===== config.mk =====
export PLATFORM = sky130hd
export DESIGN_NAME = rbi_ring_req_arb
export DESIGN_NICKNAME = d
export VERILOG_FILES = /design/src/rtl/rbi_ring_req_arb.sv
export SDC_FILE = /design/constraint.sdc
export NUM_CORES = 1
export LEC_CHECK = 0
export ABC_AREA = 0
export BUFFER_PORTS_ARGS = -buffer_cell sky130_fd_sc_hd__buf_2
export CORE_AREA = 2 2 480 482
export DETAILED_ROUTE_END_ITERATION = 16
export DIE_AREA = 0 0 482 484
export SLEW_MARGIN = 25
export SYNTH_ARGS = -nofsm -noshare
export SYNTH_HDL_FRONTEND = slang
export SYNTH_SLANG_ARGS = --single-unit

===== constraint.sdc =====
create_clock -name clock -period 6.6 [get_ports clock]
set_input_delay 0.99 -clock clock [delete_from_list [all_inputs] [get_ports clock]]
set_output_delay 0.99 -clock clock [all_outputs]
set_load 0.05 [all_outputs]

===== src/rtl/rbi_ring_req_arb.sv =====
// -----------------------------------------------------------------------------
// rbi_ring_req_arb
//
// Ring stop that shares one ringbus injection point between two local
// requesters (port 0 and port 1). Each cycle the incoming ring slot is one of:
//   EMPTY  - opm[7:0] == 0
//   MINE_n - a response (opm[7:6] == 2'b01) tagged with port n's node id
//   PASS   - anything else
// A PASS slot is forwarded unchanged. EMPTY and MINE slots are free. The
// round-robin arbiter may fill a free slot with one local request. A MINE_n
// slot is also handed to port n as a one-cycle response strobe.
//
// Each port has its own 8-bit sequence tag counter and its own limit on
// outstanding requests. A wait counter per port raises deadlockStrobe when a
// valid request has not been accepted for STARVE_LIM cycles.
//
// Ports
//   clock, reset        clock; synchronous active-high reset
//   unitNodeId[7:0]     base node id (bit0 = 0); port0 = id, port1 = id | 1
//   mem*In              ring input slot (seq/opm/addr/data)
//   mem*Out             ring output slot, registered, 1-cycle latency
//   reqValid/reqReady   per-port request handshake (ready is combinational)
//   reqOpm/Addr/Data    per-port request payload
//   rspValid            per-port one-cycle response strobe (registered)
//   rspSeq/Opm/Addr/Data per-port response message (registered)
//   deadlockStrobe      a port has waited STARVE_LIM cycles (registered)
// -----------------------------------------------------------------------------
module rbi_ring_req_arb #(
    parameter int MAX_OUTST  = 4,
    parameter int STARVE_LIM = 255
) (
    input  logic               clock,
    input  logic               reset,
    input  logic [7:0]         unitNodeId,
    input  logic [15:0]        memSeqIn,
    input  logic [15:0]        memOpmIn,
    input  logic [47:0]        memAddrIn,
    input  logic [127:0]       memDataIn,
    output logic [15:0]        memSeqOut,
    output logic [15:0]        memOpmOut,
    output logic [47:0]        memAddrOut,
    output logic [127:0]       memDataOut,
    input  logic [1:0]         reqValid,
    output logic [1:0]         reqReady,
    input  logic [1:0][15:0]   reqOpm,
    input  logic [1:0][47:0]   reqAddr,
    input  logic [1:0][127:0]  reqData,
    output logic [1:0]         rspValid,
    output logic [1:0][15:0]   rspSeq,
    output logic [1:0][15:0]   rspOpm,
    output logic [1:0][47:0]   rspAddr,
    output logic [1:0][127:0]  rspData,
    output logic               deadlockStrobe
);

    localparam logic [3:0] MAX_O    = 4'(MAX_OUTST);
    localparam logic [7:0] STARVE_L = 8'(STARVE_LIM);

    // Tag 8'h00 is never issued, so the counter wraps from 8'hFF to 8'h01.
    function automatic logic [7:0] next_tag(input logic [7:0] tag);
        logic [7:0] nxt;
        if (tag == 8'hFF) begin
            nxt = 8'h01;
        end else begin
            nxt = tag + 8'h01;
        end
        return nxt;
    endfunction

    // ---------------------------------------------------------------- state
    logic [15:0]        ring_seq_q,  ring_seq_d;
    logic [15:0]        ring_opm_q,  ring_opm_d;
    logic [47:0]        ring_addr_q, ring_addr_d;
    logic [127:0]       ring_data_q, ring_data_d;
    logic [1:0]         rsp_valid_q, rsp_valid_d;
    logic [1:0][15:0]   rsp_seq_q,   rsp_seq_d;
    logic [1:0][15:0]   rsp_opm_q,   rsp_opm_d;
    logic [1:0][47:0]   rsp_addr_q,  rsp_addr_d;
    logic [1:0][127:0]  rsp_data_q,  rsp_data_d;
    logic [1:0][7:0]    seq_ctr_q,   seq_ctr_d;
    logic [1:0][3:0]    outst_q,     outst_d;
    logic [1:0][7:0]    wait_q,      wait_d;
    logic               rr_q,        rr_d;
    logic               deadlock_q,  deadlock_d;

    // ------------------------------------------------------------ decoding
    logic [1:0][7:0]    port_id_s;
    logic               slot_empty_s;
    logic [1:0]         slot_mine_s;
    logic               slot_free_s;
    logic [1:0]         eligible_s;
    logic               gnt_valid_s;
    logic               gnt_idx_s;
    logic [1:0]         accept_s;

    assign port_id_s[0] = unitNodeId;
    assign port_id_s[1] = unitNodeId | 8'h01;

    // Classify the incoming slot and find which ports may compete for it.
    always_comb begin
        slot_empty_s = (memOpmIn[7:0] == 8'h00);
        for (int n = 0; n < 2; n++) begin
            slot_mine_s[n] = (memOpmIn[7:6] == 2'b01) && (memSeqIn[15:8] == port_id_s[n]);
            eligible_s[n]  = reqValid[n] && (outst_q[n] < MAX_O);
        end
        // A response we consume leaves its slot free for injection.
        slot_free_s = slot_empty_s || (slot_mine_s != 2'b00);
    end

    // Round-robin grant between eligible ports; only in a free slot, never in reset.
    always_comb begin
        gnt_valid_s = 1'b0;
        gnt_idx_s   = 1'b0;
        case (eligible_s)
            2'b01: begin
                gnt_valid_s = 1'b1;
                gnt_idx_s   = 1'b0;
            end
            2'b10: begin
                gnt_valid_s = 1'b1;
                gnt_idx_s   = 1'b1;
            end
            2'b11: begin
                gnt_valid_s = 1'b1;
                gnt_idx_s   = rr_q;
            end
            default: begin
                gnt_valid_s = 1'b0;
                gnt_idx_s   = 1'b0;
            end
        endcase
        if (!slot_free_s || reset) begin
            gnt_valid_s = 1'b0;
        end else begin
            gnt_valid_s = gnt_valid_s;
        end
        if (!gnt_valid_s) begin
            accept_s = 2'b00;
        end else if (gnt_idx_s) begin
            accept_s = 2'b10;
        end else begin
            accept_s = 2'b01;
        end
    end

    assign reqReady = accept_s;

    // Next ring output slot: injected request, forwarded PASS slot, or empty.
    always_comb begin
        ring_seq_d  = 16'h0000;
        ring_opm_d  = 16'h0000;
        ring_addr_d = 48'h0;
        ring_data_d = 128'h0;
        if (gnt_valid_s) begin
            ring_seq_d  = {port_id_s[gnt_idx_s], seq_ctr_q[gnt_idx_s]};
            ring_opm_d  = reqOpm[gnt_idx_s];
            ring_addr_d = reqAddr[gnt_idx_s];
            ring_data_d = reqData[gnt_idx_s];
        end else if (!slot_free_s) begin
            ring_seq_d  = memSeqIn;
            ring_opm_d  = memOpmIn;
            ring_addr_d = memAddrIn;
            ring_data_d = memDataIn;
        end else begin
            ring_seq_d  = 16'h0000;
            ring_opm_d  = 16'h0000;
            ring_addr_d = 48'h0;
            ring_data_d = 128'h0;
        end
    end

    // Per-port response capture, tag counters, outstanding and wait counters.
    always_comb begin
        rsp_valid_d = 2'b00;
        rsp_seq_d   = rsp_seq_q;
        rsp_opm_d   = rsp_opm_q;
        rsp_addr_d  = rsp_addr_q;
        rsp_data_d  = rsp_data_q;
        seq_ctr_d   = seq_ctr_q;
        outst_d     = outst_q;
        wait_d      = wait_q;
        for (int n = 0; n < 2; n++) begin
            if (slot_mine_s[n]) begin
                rsp_valid_d[n] = 1'b1;
                rsp_seq_d[n]   = memSeqIn;
                rsp_opm_d[n]   = memOpmIn;
                rsp_addr_d[n]  = memAddrIn;
                rsp_data_d[n]  = memDataIn;
            end else begin
                rsp_valid_d[n] = 1'b0;
            end

            if (accept_s[n]) begin
                seq_ctr_d[n] = next_tag(seq_ctr_q[n]);
            end else begin
                seq_ctr_d[n] = seq_ctr_q[n];
            end

            // A response for an already-empty count is ignored (stale tag).
            case ({accept_s[n], slot_mine_s[n]})
                2'b10: outst_d[n] = outst_q[n] + 4'd1;
                2'b01: begin
                    if (outst_q[n] != 4'd0) begin
                        outst_d[n] = outst_q[n] - 4'd1;
                    end else begin
                        outst_d[n] = 4'd0;
                    end
                end
                default: outst_d[n] = outst_q[n];
            endcase

            if (reqValid[n] && !accept_s[n]) begin
                if (wait_q[n] == STARVE_L) begin
                    wait_d[n] = STARVE_L;
                end else begin
                    wait_d[n] = wait_q[n] + 8'd1;
                end
            end else begin
                wait_d[n] = 8'd0;
            end
        end
        // Strobe follows the counters in the same cycle they saturate.
        deadlock_d = (wait_d[0] == STARVE_L) || (wait_d[1] == STARVE_L);
    end

    // Pointer moves to the other port after every grant.
    always_comb begin
        if (gnt_valid_s) begin
            rr_d = ~gnt_idx_s;
        end else begin
            rr_d = rr_q;
        end
    end

    // State register with synchronous reset.
    always_ff @(posedge clock) begin
        if (reset) begin
            ring_seq_q  <= 16'h0000;
            ring_opm_q  <= 16'h0000;
            ring_addr_q <= 48'h0;
            ring_data_q <= 128'h0;
            rsp_valid_q <= 2'b00;
            rsp_seq_q   <= '{default: 16'h0000};
            rsp_opm_q   <= '{default: 16'h0000};
            rsp_addr_q  <= '{default: 48'h0};
            rsp_data_q  <= '{default: 128'h0};
            seq_ctr_q   <= '{default: 8'h01};
            outst_q     <= '{default: 4'd0};
            wait_q      <= '{default: 8'd0};
            rr_q        <= 1'b0;
            deadlock_q  <= 1'b0;
        end else begin
            ring_seq_q  <= ring_seq_d;
            ring_opm_q  <= ring_opm_d;
            ring_addr_q <= ring_addr_d;
            ring_data_q <= ring_data_d;
            rsp_valid_q <= rsp_valid_d;
            rsp_seq_q   <= rsp_seq_d;
            rsp_opm_q   <= rsp_opm_d;
            rsp_addr_q  <= rsp_addr_d;
            rsp_data_q  <= rsp_data_d;
            seq_ctr_q   <= seq_ctr_d;
            outst_q     <= outst_d;
            wait_q      <= wait_d;
            rr_q        <= rr_d;
            deadlock_q  <= deadlock_d;
        end
    end

    assign memSeqOut      = ring_seq_q;
    assign memOpmOut      = ring_opm_q;
    assign memAddrOut     = ring_addr_q;
    assign memDataOut     = ring_data_q;
    assign rspValid       = rsp_valid_q;
    assign rspSeq         = rsp_seq_q;
    assign rspOpm         = rsp_opm_q;
    assign rspAddr        = rsp_addr_q;
    assign rspData        = rsp_data_q;
    assign deadlockStrobe = deadlock_q;

endmodule


==> impl_metrics.tcl, run 1 <==
set metrics [dict create \
    grt_pass1_wl_um 216000 \
    yosys_most_used_dff "dfxtp_1" \
    worstPathRequired_ns 5.61 \
    synth.distinct_cells 50 \
    finalSetupViolations 0 \
    grt_pass1_vias 25040 \
    synth-async-reset-ratio_pct 0 \
    powerDensity_mw_per_mm2 267.7 \
    port_buffers 1232 \
    cts_inserted_buffers 82 \
    clk_latency_ns 0.72 \
    postCtsResizedCells 0 \
    path_cells "buf_2, xor2_1, nor4_4, a31oi_2, buf_4, or3_1, inv_1, buf_2" \
    dp_cells 6880 \
    cts_setup_buffers 0 \
    firstDrtPassIters 5 \
    final_design_area_no_fill_sq_mm 0.03764 \
    layout_min_cycle_time_ns 4.324 \
    area_delta_synth_final_pct 50.95 \
    cts_root_buffer "clkbuf_16" \
    holdBufCountCts 0 \
    p_leak_nw 15.28 \
    drt_wl_total_um 168800 \
    drv_cap 0 \
    tns_ns 0 \
    post-dp-hpwl_um 135600 \
    postSynthCellCount 2810 \
    place_ws_ns 2.295 \
    postRouteAntennaNets 0 \
    rsz0062_at_grt "false" \
    cpMostUsedCell "buf_2" \
    clk_pin_slew_ns 0.05 \
    grt_usage_pct 13.67 \
    grt-ovfl-total 0 \
    synth-edff-count 0 \
    max_freq_mhz 231.3 \
    ir_worst_vdd_v 0.0001802 \
    syn_area_sq_mm 0.02494 \
    min-delay-path-class "flop to flop" \
    critPathArrivalTime_ns 3.33 \
    layout_common_cells "1231 x buf_2, 852 x nand2_1, 668 x dfxtp_1" \
    setup_ws_ns 2.276 \
    grt_max_degree 157 \
    ioPinCount 1233 \
    antenna_found_initial 81 \
    layout_commonest_cell "buf_2" \
    ys_ff_latch 668 \
    criticalPathCategory "input pin to output pin" \
    worst_slew_pin_slew_ns 1.042 \
    core_sq_mm 0.2286 \
    place.gp.congestion 0.9049 \
    finalNonFillerCells 7176 \
    skew_ns 0.04316 \
    die_x_um 482 \
    clock_sinks 668 \
    initial_core_util_pct 10.91 \
    row_count 176 \
    yosys_warnings 0 \
    fin_crit_sh_pct 65.51 \
    drc_errors 0 \
    drt-vias-per-instance 3.721 \
    hold_viol 0 \
    crit_slowest_cell "nor4_4" \
    outcome "complete, no violations" \
    vias 26700 \
    fin_util_pct 16.47 \
    syn_avg_cell_area_sq_um 8.874 \
    drt_iter0_markers 1659 \
    drv_slew 0 \
    placed_cell_area_sq_mm 0.03433 \
    synth_fp_nets 3424 \
    cts_max_level 3 \
    cts_tree "done" \
    layout.nets 4553 \
    slowest_delay_ns 0.48 \
    avgRoutedWirePerCell_um 23.53 \
    worstPathMaxFanout 23 \
    cts_buffer_depth 3 \
    cp-start-kind "input pin" \
    drive_gt1_share_pct 35.11 \
    die_area_sq_mm 0.2333 \
    synth-seq-area-share_pct 53.63 \
    die_height_um 484 \
    maxSlewHeadroom_pct 30.53 \
    endpoint_kind "output pin" \
]
[logic make-up after synthesis]
family | share of synthesized area [%]
fa+ha+maj | 0.5419
xor+xnor | 0.4566
compound gates | 17.64
flops | 53.63
simple gates | 15.66
mux | 8.029
buf+inv | 4.044
[cells in the mapped netlist (3+ instances only)]
| cell | count | area share [%] |
|---|---|---|
| o21ai_1 | 4 | 0.080 |
| a21oi_1 | 453 | 9.1 |
| ha_1 | 10 | 0.50 |
| and3_1 | 5 | 0.13 |
| and2_1 | 3 | 0.075 |
| buf_2 | 86 | 1.7 |
| nor3_1 | 6 | 0.12 |
| a31oi_1 | 8 | 0.20 |
| inv_1 | 15 | 0.23 |
| nand4b_1 | 3 | 0.11 |
| a211oi_1 | 8 | 0.24 |
| o31ai_1 | 7 | 0.21 |
| nand2_1 | 852 | 13 |
| or4_1 | 7 | 0.21 |
| o21ai_0 | 17 | 0.34 |
| dfxtp_1 | 668 | 54 |
| buf_4 | 8 | 0.24 |
| xor2_1 | 8 | 0.28 |
| a311oi_1 | 3 | 0.11 |
| nor3b_1 | 5 | 0.15 |
| xnor2_1 | 5 | 0.18 |
| nand4_1 | 9 | 0.23 |
| nor2b_1 | 9 | 0.23 |
| a21o_1 | 6 | 0.18 |
| nand2b_1 | 3 | 0.075 |
| nand3_1 | 23 | 0.46 |
| clkbuf_1 | 123 | 1.9 |
| nor2_1 | 32 | 0.48 |
| mux2i_1 | 200 | 8.0 |
| o2bb2ai_1 | 192 | 6.7 |
| and4_1 | 3 | 0.11 |
| or3_1 | 6 | 0.15 |
[flip-flops by register name, indices dropped and copies added (netlist names)]
signal	flops
rspData	256
memDataOut	128
rspAddr	96
memAddrOut	48
rspOpm	32
rspSeq	32
memOpmOut	16
memSeqOut	16
seq_ctr_q	16
wait_q	16
outst_q	8
rspValid	2
deadlockStrobe	1
rr_q	1
[metrics by stage]
step | hold slack [ns] | total power [mW]
floorplan | 0.4506 | 4.719
global placement | 0.4351 | 5.259
detailed placement | 0.4399 | 5.266
CTS | 0.4001 | 10.27
global route | 0.4577 | 10.44
finish | 0.4464 | 10.08
[critical path: cells and delay by family]
| kind | cells | cell delay [ns] |
|---|---|---|
| AND/OR/NAND/NOR | 2 | 0.92 |
| buffers and inverters | 4 | 0.82 |
| AO/OA/AOI/OAI | 1 | 0.36 |
| XOR/XNOR | 1 | 0.24 |
[cell type report]
cell class	count	area (sq um)
well taps	3026	3786
repair buffers	1262	6559
diodes	145	362.8
inverters	15	56.30
flip-flops and latches	668	13370
multi-input cells	1910	10580
clock inverters	30	505.5
fillers	25850	190900
clock buffers	120	2416
[power breakdown]
part | leakage [nW] | switching [mW] | total (mW) | internal (mW)
sequential | 5.44 | 0.0266 | 4.13 | 4.11
clock | 1.42 | 2.02 | 4.91 | 2.89
combinational | 8.42 | 0.736 | 1.04 | 0.299
[worst paths after layout]
path / from / end / slack (ns) / cells after the start
worst max-delay path: memSeqIn[10] / reqReady[0] / 2.28 / 8
worst max register to register: outst_q[7] / memDataOut[96] / 3.36 / 6
worst min register to register: rspData[31] / rspData[31] / 0.45 / 2
worst min-delay path: rspData[31] / rspData[31] / 0.45 / 2
[per-layer routing]
metal	vias up	GRT usage, %	share of wire [%]
li1	12040	-	-
met3	340	5.179	9.8
met4	28	10.60	8.0
met2	1508	22.29	46
met1	12780	14.10	36
met5	-	0	0.12
Power figures use the tool's default switching activity.
==> run 2, diff against run 1 <==
==> constraint.sdc (replaced) <==
create_clock -name clock -period 4.2 [get_ports clock]
set_input_delay 0.63 -clock clock [delete_from_list [all_inputs] [get_ports clock]]
set_output_delay 0.63 -clock clock [all_outputs]
set_load 0.05 [all_outputs]
==> impl_metrics.tcl, run 2 (synthesis gave the netlist of run 1 again) <==
set metrics [dict create \
    place.gp.congestion 0.9166 \
    slowest_delay_ns 0.48 \
    die_area_sq_mm 0.2333 \
    place_ws_ns 0.7904 \
    worstPathRequired_ns 3.57 \
    max_freq_mhz 312.7 \
    die_height_um 484 \
    holdBufCountCts 0 \
    worst_slew_pin_slew_ns 1.205 \
    path_cells "or3b_1, a21o_1, or3_1, inv_1, buf_2" \
    total_power_mw 15.67 \
    fill_cells 25790 \
    finalNonFillerCells 7191 \
    tns_ns 0 \
    finalSetupViolations 0 \
    crit_family "simple AND/OR/NAND/NOR gates" \
    powerDensity_mw_per_mm2 414.0 \
    cp-start-kind "flop" \
    area_delta_synth_final_pct 51.78 \
    crit_slowest_cell "or3b_1" \
    layout_commonest_cell "buf_2" \
    setup_ws_ns 1.002 \
    firstDrtPassIters 6 \
    multi_input_area_sq_mm 0.01058 \
    grt_pass1_vias 25290 \
    vias 26680 \
    drive_gt1_share_pct 35.55 \
    criticalPathCategory "flop to output pin" \
    rsz0062_at_grt "false" \
    cts_root_buffer "clkbuf_16" \
    ir_worst_vdd_v 0.0002426 \
    layout.nets 4580 \
    ioPinCount 1233 \
    clk_pin_slew_ns 0.06 \
    antenna_found_initial 91 \
    final_design_area_no_fill_sq_mm 0.03785 \
    layout_common_cells "1231 x buf_2, 852 x nand2_1, 668 x dfxtp_1" \
    drt_wl_total_um 168900 \
    outcome "complete, no violations" \
    drc_errors 0 \
    critPathArrivalTime_ns 2.57 \
    grt_max_degree 160 \
    port_buffers 1232 \
    avgRoutedWirePerCell_um 23.49 \
    min-delay-path-class "input pin to flop" \
    cts_buffer_depth 3 \
    postCtsResizedCells 0 \
    fin_crit_sh_pct 76.14 \
    row_count 176 \
    drt_iter0_markers 1642 \
    grt_usage_pct 13.69 \
    cts_max_level 3 \
    drv_cap 0 \
    grt_pass1_wl_um 216700 \
    worstPathMaxFanout 10 \
    crit_buf_inv 2 \
    cts_tree "done" \
    placed_cell_area_sq_mm 0.03466 \
    register_area_sq_mm 0.01337 \
    core_sq_mm 0.2286 \
    largest_reg_flops 256 \
    skew_ns 0.05729 \
    drv_slew 0 \
    endpoint_kind "output pin" \
    drt-vias-per-instance 3.710 \
    initial_core_util_pct 10.91 \
    maxSlewHeadroom_pct 19.67 \
    post-dp-hpwl_um 136300 \
    die_x_um 482 \
    clock_sinks 668 \
    dp_cells 6909 \
    postRouteAntennaNets 0 \
    cts_inserted_buffers 81 \
    hold_viol 0 \
    clk_latency_ns 0.73 \
    layout_min_cycle_time_ns 3.198 \
    cts_setup_buffers 0 \
    p_leak_nw 15.40 \
    grt-ovfl-total 0 \
]
[run 2: worst paths after layout]
kind           startpoint              end  slack [ns]  cells past startpoint
max            outst_q[3]      reqReady[0]        1.00                      5
min           memOpmIn[6]     memOpmOut[6]        0.14                      3
max reg2reg    outst_q[7]  memDataOut[114]        1.29                      5
min reg2reg  rspData[149]     rspData[149]        0.45                      2
[run 2: where the power goes]
part | switching (mW) | total, mW | internal [mW]
Combinational | 1.15 | 1.63 | 0.485
Sequential | 0.0518 | 6.51 | 6.45
Clock | 3.18 | 7.53 | 4.35
Total | 4.38 | 15.7 | 11.3
[run 2: stage by stage]
| step | util, % | hold slack, ns |
|---|---|---|
| floorplan | - | 0.4506 |
| global placement | 15.16 | 0.4338 |
| detailed placement | 15.16 | 0.4404 |
| CTS | 16.41 | 0.02923 |
| global route | 16.54 | 0.08212 |
| finish | 16.56 | 0.1361 |
[run 2: cell type report]
cell class                      instances  area share (%)
Clock inverter                         33           1.306
Inverter                               15          0.1488
Sequential cell                       668           35.33
Timing Repair Buffer                 1290           18.13
Antenna cell                          131          0.8662
Multi-Input combinational cell       1910           27.96
Clock buffer                          118           6.255
Tap cell                             3026           10.00
[run 2: worst register-to-register path, delay by kind of cell, from the launching register on]
family                 cells  cell delay (ns)
DFF                        1             0.36
muxes                      1             0.77
AOI/OAI and AO/OA          2             0.69
buffers and inverters      1             0.40
and+or+nand+nor            1             0.51
[run 2: per-layer routing]
| layer | up-vias | part of all wire, % | global-route usage, % |
|---|---|---|---|
| li1 | 12080 | - | - |
| met1 | 12690 | 35 | 13.94 |
| met2 | 1508 | 46 | 21.86 |
| met3 | 372 | 11 | 5.700 |
| met4 | 28 | 8.3 | 11.30 |
| met5 | - | 0.11 | 0 |
